`src/rtl/decode_queue.sv`:
```
// decode_queue: circular instruction queue between fetch and decode.
//   Fetch pushes one or two instrs per cycle (slot 0 older). Decode sees the
//   head and head+1 entries; the second one is offered only when it can issue
//   alongside the first (no RAW on slot-0 dest, no exceptions, no control
//   transfer in slot 1, no SYSCALL/BREAK in slot 0).
// Ports:
//   clk, reset           clock, synchronous active-high reset
//   flush                drop all queued instrs, pointers back to 0
//   in_valid, in_two     fetch offer and its size (1 or 2 instrs)
//   in_pc/instr/exc[2]   per-slot fetch payload
//   in_ready             at least two free entries and no flush
//   out_valid[2]         presentable head / head+1 entries
//   out_pc/instr/exc[2]  head / head+1 entry contents
//   out_ready            decode consumes every valid output slot
//   count                current occupancy
module decode_queue #(
   parameter int DEPTH      = 8,
   parameter bit DUAL_ISSUE = 1'b1
) (
   input  logic                         clk,
   input  logic                         reset,
   input  logic                         flush,
   input  logic                         in_valid,
   input  logic                         in_two,
   input  logic [1:0][31:0]             in_pc,
   input  logic [1:0][31:0]             in_instr,
   input  logic [1:0]                   in_exc,
   output logic                         in_ready,
   output logic [1:0]                   out_valid,
   output logic [1:0][31:0]             out_pc,
   output logic [1:0][31:0]             out_instr,
   output logic [1:0]                   out_exc,
   input  logic                         out_ready,
   output logic [$clog2(DEPTH+1)-1:0]   count
);

   localparam int PW = $clog2(DEPTH);
   localparam int CW = $clog2(DEPTH+1);

   logic [31:0] pc_mem    [DEPTH];
   logic [31:0] instr_mem [DEPTH];
   logic        exc_mem   [DEPTH];

   logic [PW-1:0] head, tail, head1, tail1;
   logic          enq, pair_block;
   logic [CW-1:0] enq_n, deq_n;

   // Destination register written by an instr (0 = none).
   function automatic logic [4:0] dest_of(input logic [5:0] op, input logic [4:0] rs,
                                          input logic [4:0] rt, input logic [4:0] rd);
      logic [4:0] d;
      d = 5'd0;
      if (op == 6'h00)                              d = rd;
      else if (op == 6'h03)                         d = 5'd31;
      else if (op == 6'h01)                         d = rt[4] ? 5'd31 : 5'd0;
      else if (op[5:3] == 3'b001 || op[5:3] == 3'b100) d = rt;
      else if (op == 6'h10 && rs == 5'd0)           d = rt;
      return d;
   endfunction

   // Branches and jumps must lead their own issue group.
   function automatic logic is_cti(input logic [5:0] op, input logic [5:0] fn);
      return (op == 6'h01) || (op >= 6'h02 && op <= 6'h07) ||
             (op == 6'h00 && (fn == 6'h08 || fn == 6'h09));
   endfunction

   assign head1 = head + 1'b1;
   assign tail1 = tail + 1'b1;

   always_comb begin
      out_pc[0]    = pc_mem[head];
      out_instr[0] = instr_mem[head];
      out_exc[0]   = exc_mem[head];
      out_pc[1]    = pc_mem[head1];
      out_instr[1] = instr_mem[head1];
      out_exc[1]   = exc_mem[head1];
   end

   logic [4:0] d0;
   logic [5:0] op0, op1, fn0, fn1;
   logic [4:0] rs1, rt1;

   always_comb begin
      op0 = out_instr[0][31:26];
      fn0 = out_instr[0][5:0];
      op1 = out_instr[1][31:26];
      fn1 = out_instr[1][5:0];
      rs1 = out_instr[1][25:21];
      rt1 = out_instr[1][20:16];
      d0  = dest_of(op0, out_instr[0][25:21], out_instr[0][20:16], out_instr[0][15:11]);
      pair_block = ((d0 != 5'd0) && (d0 == rs1 || d0 == rt1)) ||
                   out_exc[0] || out_exc[1] ||
                   is_cti(op1, fn1) ||
                   (op0 == 6'h00 && (fn0 == 6'h0C || fn0 == 6'h0D));
   end

   assign out_valid[0] = (count != '0);
   assign out_valid[1] = DUAL_ISSUE && (count >= CW'(2)) && !pair_block;

   // Offers are all-or-nothing, so a free pair is required even for one instr.
   assign in_ready = !flush && (count <= CW'(DEPTH-2));
   assign enq      = in_valid && in_ready;
   assign enq_n    = enq ? (in_two ? CW'(2) : CW'(1)) : '0;
   assign deq_n    = out_ready ? (CW'(out_valid[0]) + CW'(out_valid[1])) : '0;

   always_ff @(posedge clk) begin
      if (reset || flush) begin
         head  <= '0;
         tail  <= '0;
         count <= '0;
      end else begin
         head  <= head + deq_n[PW-1:0];
         tail  <= tail + enq_n[PW-1:0];
         count <= count + enq_n - deq_n;
      end
   end

   // Storage is not reset; occupancy alone decides what is visible.
   always_ff @(posedge clk) begin
      if (enq && !reset) begin
         pc_mem[tail]    <= in_pc[0];
         instr_mem[tail] <= in_instr[0];
         exc_mem[tail]   <= in_exc[0];
         if (in_two) begin
            pc_mem[tail1]    <= in_pc[1];
            instr_mem[tail1] <= in_instr[1];
            exc_mem[tail1]   <= in_exc[1];
         end
      end
   end

endmodule

```
`config.mk`:
```
export PLATFORM = sky130hd
export DESIGN_NAME = decode_queue
export DESIGN_NICKNAME = d
export VERILOG_FILES = /design/src/rtl/decode_queue.sv
export SDC_FILE = /design/constraint.sdc
export NUM_CORES = 1
export LEC_CHECK = 0
export CORE_UTILIZATION = 59
export CTS_CLUSTER_DIAMETER = 60
export DETAILED_ROUTE_END_ITERATION = 7
export PLACE_DENSITY = 0.84
export SKIP_LAST_GASP = 1
export SLEW_MARGIN = 15
export SYNTH_ARGS = -nofsm -noshare
export SYNTH_HDL_FRONTEND = slang
export SYNTH_SLANG_ARGS = --single-unit
```
`constraint.sdc`:
```
create_clock -name clk -period 11.2 [get_ports clk]
set_clock_uncertainty 0.15 [all_clocks]
set_input_delay 2.24 -clock clk [delete_from_list [all_inputs] [get_ports clk]]
set_output_delay 2.24 -clock clk [all_outputs]
set_load 0.03 [all_outputs]
```
=== Yosys cells after proc, flatten, opt, wreduce, memory -nomap -nowiden ===
Memory sizes are Yosys's and may differ from the RTL's. A register that Yosys moved wholly into a read port is not among the register bits.
Cells that the tools add are included.
W data, S select, Z words.

* Reduce and logical (&&, ||, !) cells: 28
* Muxes and demuxes: 17
* Order comparisons: 4
* Add/sub/neg operators: 7
* Eq/ne operators: 12

{| class="wikitable"
|+ Operators by type and width
! operator !! number
|-
| $mux W5 || 6
|-
| $eq A6 B4 Y1 const B || 4
|-
| $eq A6 B1 Y1 const B || 2
|-
| $logic_not A6 Y1 || 2
|-
| $logic_or A1 B1 Y1 || 11
|-
| $eq A5 B5 Y1 || 2
|-
| $logic_and A1 B1 Y1 || 9
|-
| $mux W3 || 3
|-
| $add A3 B1 Y3 const B || 2
|-
| $add A3 B2 Y3 || 2
|-
| $eq A6 B2 Y1 const B || 1
|-
| $eq A6 B5 Y1 const B || 1
|-
| $ge A6 B2 Y1 const B || 1
|-
| $le A6 B3 Y1 const B || 1
|-
| $mux W2 || 3
|-
| $logic_not A5 Y1 || 1
|-
| $mux W1 || 5
|-
| $reduce_bool A5 Y1 || 1
|-
| $add A4 B2 Y4 || 1
|-
| $ge A4 B2 Y1 const B || 1
|-
| $le A4 B3 Y1 const B || 1
|-
| $reduce_bool A4 Y1 || 1
|-
| $sub A4 B2 Y4 || 1
|-
| $eq A3 B1 Y1 const B || 1
|-
| other kinds (3) || 5
|}

* Memories kept: 3
* Flip-flop bits (word level): 10
* Bits in writable memories: 520
* Input port bits: 136

{| class="wikitable"
|+ Memory list
! memory !! depth !! width !! rd ports !! clocked after Yosys merged registers in !! wr ports !! RTL line !! RTL
|-
| instr_mem || 8 || 32 || 2 || 1 || 2 || 41 || <nowiki>logic [31:0] instr_mem [DEPTH];</nowiki>
|-
| pc_mem || 8 || 32 || 2 || 1 || 2 || 40 || <nowiki>logic [31:0] pc_mem [DEPTH];</nowiki>
|-
| exc_mem || 8 || 1 || 2 || 1 || 2 || 42 || <nowiki>logic exc_mem [DEPTH];</nowiki>
|}

=== Logic depth before layout (Yosys ltp) ===
* Word-level depth: 20
* Depth in mapped cells: 24

=== Worst setup path after synthesis ===
Ideal clock, no wire load.

* Path kind: input to register
* From: in flush
* To: mem exc_mem[0], enable pin
* Arrival time: 8.589 ns
* Stages on the path: 4
* Setup time: 0.585 ns
* Path buffers: 0
* Data required time: 10.465 ns
* Path slack: 1.877 ns
* Cells stage by stage: a311oi_1 > nand2_1 > or3_1 > o31ai_1

{| class="wikitable"
|+ RTL lines
! element !! RTL line !! RTL
|-
| start, declared || 22 || <nowiki>input logic flush,</nowiki>
|-
| end, declared || 42 ||
|}

=== Worst setup path in the final report ===
* From: reg head[0]
* To: out out_valid[1]

* Cells in the longest elaborated chain, start to end: 11
* Elaborated cells on any way between the ends: 24
* Those cells by class: add/sub: 1; order compare: 2; eq/ne: 5; reduce/logical: 14; memory: 2

{| class="wikitable"
|+ RTL lines
! element !! RTL line !! RTL
|-
| start, declared || 44 || <nowiki>logic [PW-1:0] head, tail, head1, tail1;</nowiki>
|-
| start signal, assigned || 112 || <nowiki>head <= head + deq_n[PW-1:0];</nowiki>
|-
| $add A3 B1 Y3 * || 67 || <nowiki>assign head1 = head + 1'b1;</nowiki>
|-
| parallel branches: the longest is 6 deep, another holds $mem_v2 Z8 W32 || - ||
|-
| $logic_or A1 B1 Y1 * || 92 || <nowiki>out_exc[0] || out_exc[1] ||</nowiki>
|-
| $logic_or A1 B1 Y1 * || 93 || <nowiki>is_cti(op1, fn1) ||</nowiki>
|-
| $logic_not A1 Y1 * || 98 || <nowiki>assign out_valid[1] = DUAL_ISSUE && (count >= CW'(2)) && !pair_block;</nowiki>
|-
| $logic_and A1 B1 Y1 * || 98 ||
|-
| end, declared || 29 || <nowiki>output logic [1:0] out_valid,</nowiki>
|}

Every way passes the cells marked *.

==> impl_metrics.py <==
metrics = {
    "synthesis": {
        "async_flop_share_pct": 0,
        "yosysSeqAreaShare_pct": 51.18,
        "synth_edf_count": 520,
        "ys_warn_count": 0,
        "synth_seq_cells": 530,
        "synth.distinct_cells": 65,
        "synth_flop_cell": "edfxtp_1",
        "netlist_area_um2": 30900,
        "syn_inst": 1860,
        "syn-num-nets": 2011,
        "avgSynthCellArea_um2": 16.61,
    },
    "clock_tree": {
        "postCtsSetupBuffers": 0,
        "clkTransAtPathRegs_ns": 0.06,
        "clock_latency_ns": 0.63,
        "cts_root_buf": "clkbuf_16",
        "cts_max_path_buffers": 3,
        "ctsHoldBuffers": 0,
        "cts_resized": 0,
        "cts_buffers": 58,
        "cts_tree": "done",
        "htreeDepth": 2,
        "clock_sink_count": 530,
    },
    "timing": {
        "finalSetupViolations": 0,
        "worstMarginPinSlew_ns": 1.181,
        "fin_setup_tns_ns": 0,
        "hold_viol": 0,
        "min_period_ns": 8.691,
        "drv_slew": 0,
        "max_freq_mhz": 115.1,
        "period_share_pct": 77.59,
        "slew_headroom_pct": 21.28,
        "setup_ws_ns": 2.510,
        "rsz0062_at_grt": "no",
    },
    "setup_path": {
        "crit_path_frequent_cell": "buf_4",
        "required_ns": 8.81,
        "crit_path_max_incr_delay_ns": 0.79,
        "end_kind": "output port",
        "worstPathMaxFanout": 49,
        "cp_cell_sequence": "buf_4 > buf_4 > nor2b_1 > a22o_1 > o211ai_2 > nor4_4 > and2_1 > a31oi_2 > mux2_1 > nand3_1 > o2bb2ai_2 > a211oi_2 > clkdlybuf4s50_1",
        "cp-start-kind": "register",
        "slowest_stage": "buf_4",
        "setup.worst_path.class": "reg -> out",
        "critPathArrivalTime_ns": 6.30,
    },
    "grt": {
        "grt_max_degree": 109,
        "grt_pass1_wl_mm": 127.1,
        "gr-usage-all-layers_pct": 32.29,
        "grt_pass1_vias": 20510,
        "antenna_found_initial": 11,
        "grt_overflow": 0,
    },
    "status": {
        "status": "finished, final reports clean",
    },
    "detailed_routing": {
        "detail_route.iter0.violations": 2099,
        "vias": 19500,
        "wl_per_cell_um": 30.51,
        "remaining_drc_errors": 0,
        "wl_mm": 86.08,
        "viasPerCell": 6.914,
        "drt.antenna.violating_nets": 0,
        "first_pass_iters": 5,
    },
    "die": {
        "rows": 83,
        "pin_count": 273,
        "die_width_um": 230.9,
        "dieHeight_um": 230.9,
        "dieArea_um2": 53300,
        "initial_core_util_pct": 59.99,
        "core_um2": 51510,
    },
    "finish": {
        "nets": 2238,
        "nFillCells": 3438,
        "drive_above_1_share_pct": 45.52,
        "fin_util_pct": 70.24,
        "syn2layout_area_growth_pct": 17.08,
    },
    "power": {
        "leakage_nw": 11.52,
        "vdd_ir_drop_max_v": 0.0001253,
        "finalPower_mw": 5.933,
        "power_density_nw_per_um2": 164.0,
    },
    "placed_design": {
        "gp_congestion": 0.9414,
        "dp_hpwl_mm": 49.85,
        "port_buffers": 272,
        "dp_slack_ns": 3.176,
    },
    "job": {
        "drv_cap": 0,
    },
    "min_path": {
        "hp-class": "reg -> reg",
    },
}
==> layout make-up <==
cell class,count,area [um2],share of cell area [%]
diodes,8,20.02,0.05533
clock buffers,73,1529,4.226
clock inverters,33,380.4,1.051
inverters,19,71.32,0.1971
multi-input cells,1174,14530,40.16
flip-flops and latches,530,15820,43.74
well taps,680,850.8,2.352
repair buffers,304,2975,8.224
==> worst max-delay path: cells and delay by family (launching register included) <==
family,cells,cell delay (ns)
buf+inv,3,2.32
simple gates,4,1.25
compound gates,5,0.99
flops,1,0.71
mux,1,0.31
==> path summary, 6_finish.rpt <==
check	from	endpoint	slack [ns]	cells past startpoint
hold reg to reg	count[0]$_SDFF_PP0_	count[0]$_SDFF_PP0_	0.50	2
setup / recovery	head[0]$_SDFF_PP0_	out_valid[1]	2.51	13
setup reg to reg	head[0]$_SDFF_PP0_	count[3]$_SDFF_PP0_	4.26	21
hold / removal	count[0]$_SDFF_PP0_	count[0]$_SDFF_PP0_	0.50	2
==> routing by layer <==
| metal | track usage [%] | vias to the layer above | wire length (um) |
|---|---|---|---|
| li1 | - | 8056 | - |
| met5 | 0 | - | 70 |
| met2 | 53.21 | 1075 | 42730 |
| met4 | 12.52 | 10 | 2878 |
| met1 | 42.41 | 10150 | 32630 |
| met3 | 6.386 | 216 | 7774 |
==> state kept, by name, indices dropped and copies added, names as in the netlist <==
signal / cells
count: 4
tail: 3
exc_mem: 8
instr_mem: 256
pc_mem: 256
head: 3
==> stage by stage <==
| stage | area (um2) | hold WS [ns] | instances |
|---|---|---|---|
| 2_1_floorplan | 30900 | 0.4245 | 1860 |
| 3_3_place_gp | 34250 | 0.4869 | 2707 |
| 3_5_place_dp | 34250 | 0.5007 | 2707 |
| 4_1_cts | 36160 | 0.5180 | 2813 |
| 6_report | 36180 | 0.4981 | 2821 |
| 5_1_grt | 36170 | 0.5398 | 2819 |
==> cell families (layout without fill, tap and decap cells) <==
| kind of cell | Yosys count | count (layout) | share of synthesized area, % |
|---|---|---|---|
| buffers and inverters | 156 | 429 | 2.405 |
| AO/OA/AOI/OAI | 43 | 43 | 1.109 |
| AND/OR/NAND/NOR | 230 | 230 | 3.336 |
| other | 0 | 8 | 0 |
| multiplexers | 871 | 871 | 40.84 |
| adder cells (fa/ha/maj) | 15 | 15 | 0.7045 |
| XOR/XNOR | 15 | 15 | 0.4251 |
| flip-flops | 530 | 530 | 51.18 |
==> power by group <==
part           internal [mW]  total, mW  switching, mW
combinational          0.814       1.73          0.913
sequential              2.22       2.25         0.0332
clock                   1.16       1.95          0.790
total                   4.20       5.93           1.74
==> cells in the mapped netlist, drive strengths merged, types with 2 or more instances <==
| library cell | count | share of area, % |
|---|---|---|
| nand3b | 2 | 0.049 |
| nor4 | 4 | 0.13 |
| mux2i | 25 | 0.90 |
| xor2 | 7 | 0.20 |
| xnor2 | 8 | 0.23 |
| o21ai | 6 | 0.097 |
| a21o | 2 | 0.049 |
| mux2 | 596 | 22 |
| a21oi | 5 | 0.081 |
| clkbuf | 63 | 0.77 |
| inv | 19 | 0.23 |
| nand2 | 157 | 1.9 |
| a221oi | 2 | 0.057 |
| a22oi | 2 | 0.049 |
| o211ai | 4 | 0.11 |
| nor2 | 18 | 0.22 |
| dfxtp | 10 | 0.65 |
| a21boi | 2 | 0.049 |
| fa | 4 | 0.26 |
| mux4 | 250 | 18 |
| a22o | 4 | 0.11 |
| a41oi | 2 | 0.057 |
| buf | 74 | 1.4 |
| or3 | 4 | 0.081 |
| o22ai | 3 | 0.081 |
| or2 | 3 | 0.061 |
| nand3 | 9 | 0.15 |
| and2 | 10 | 0.20 |
| o31ai | 2 | 0.049 |
| edfxtp | 520 | 51 |
| ha | 11 | 0.45 |
| nor3 | 6 | 0.11 |
| nand2b | 5 | 0.10 |
| nor2b | 4 | 0.081 |
==> cells in the final DEF, fill, tap and decap left out, types with 14 or more instances in the layout <==
master and n:
clkbuf_16 59, mux2i_1 22, clkinv_1 17, inv_1 17, clkbuf_1 14, mux2_1 18, mux2_2 578, nand2_1 155
edfxtp_1 520, buf_4 31, nor2_1 16, clkdlybuf4s50_1 272, mux4_2 250
Note: power is estimated with default switching activity, not from simulation.
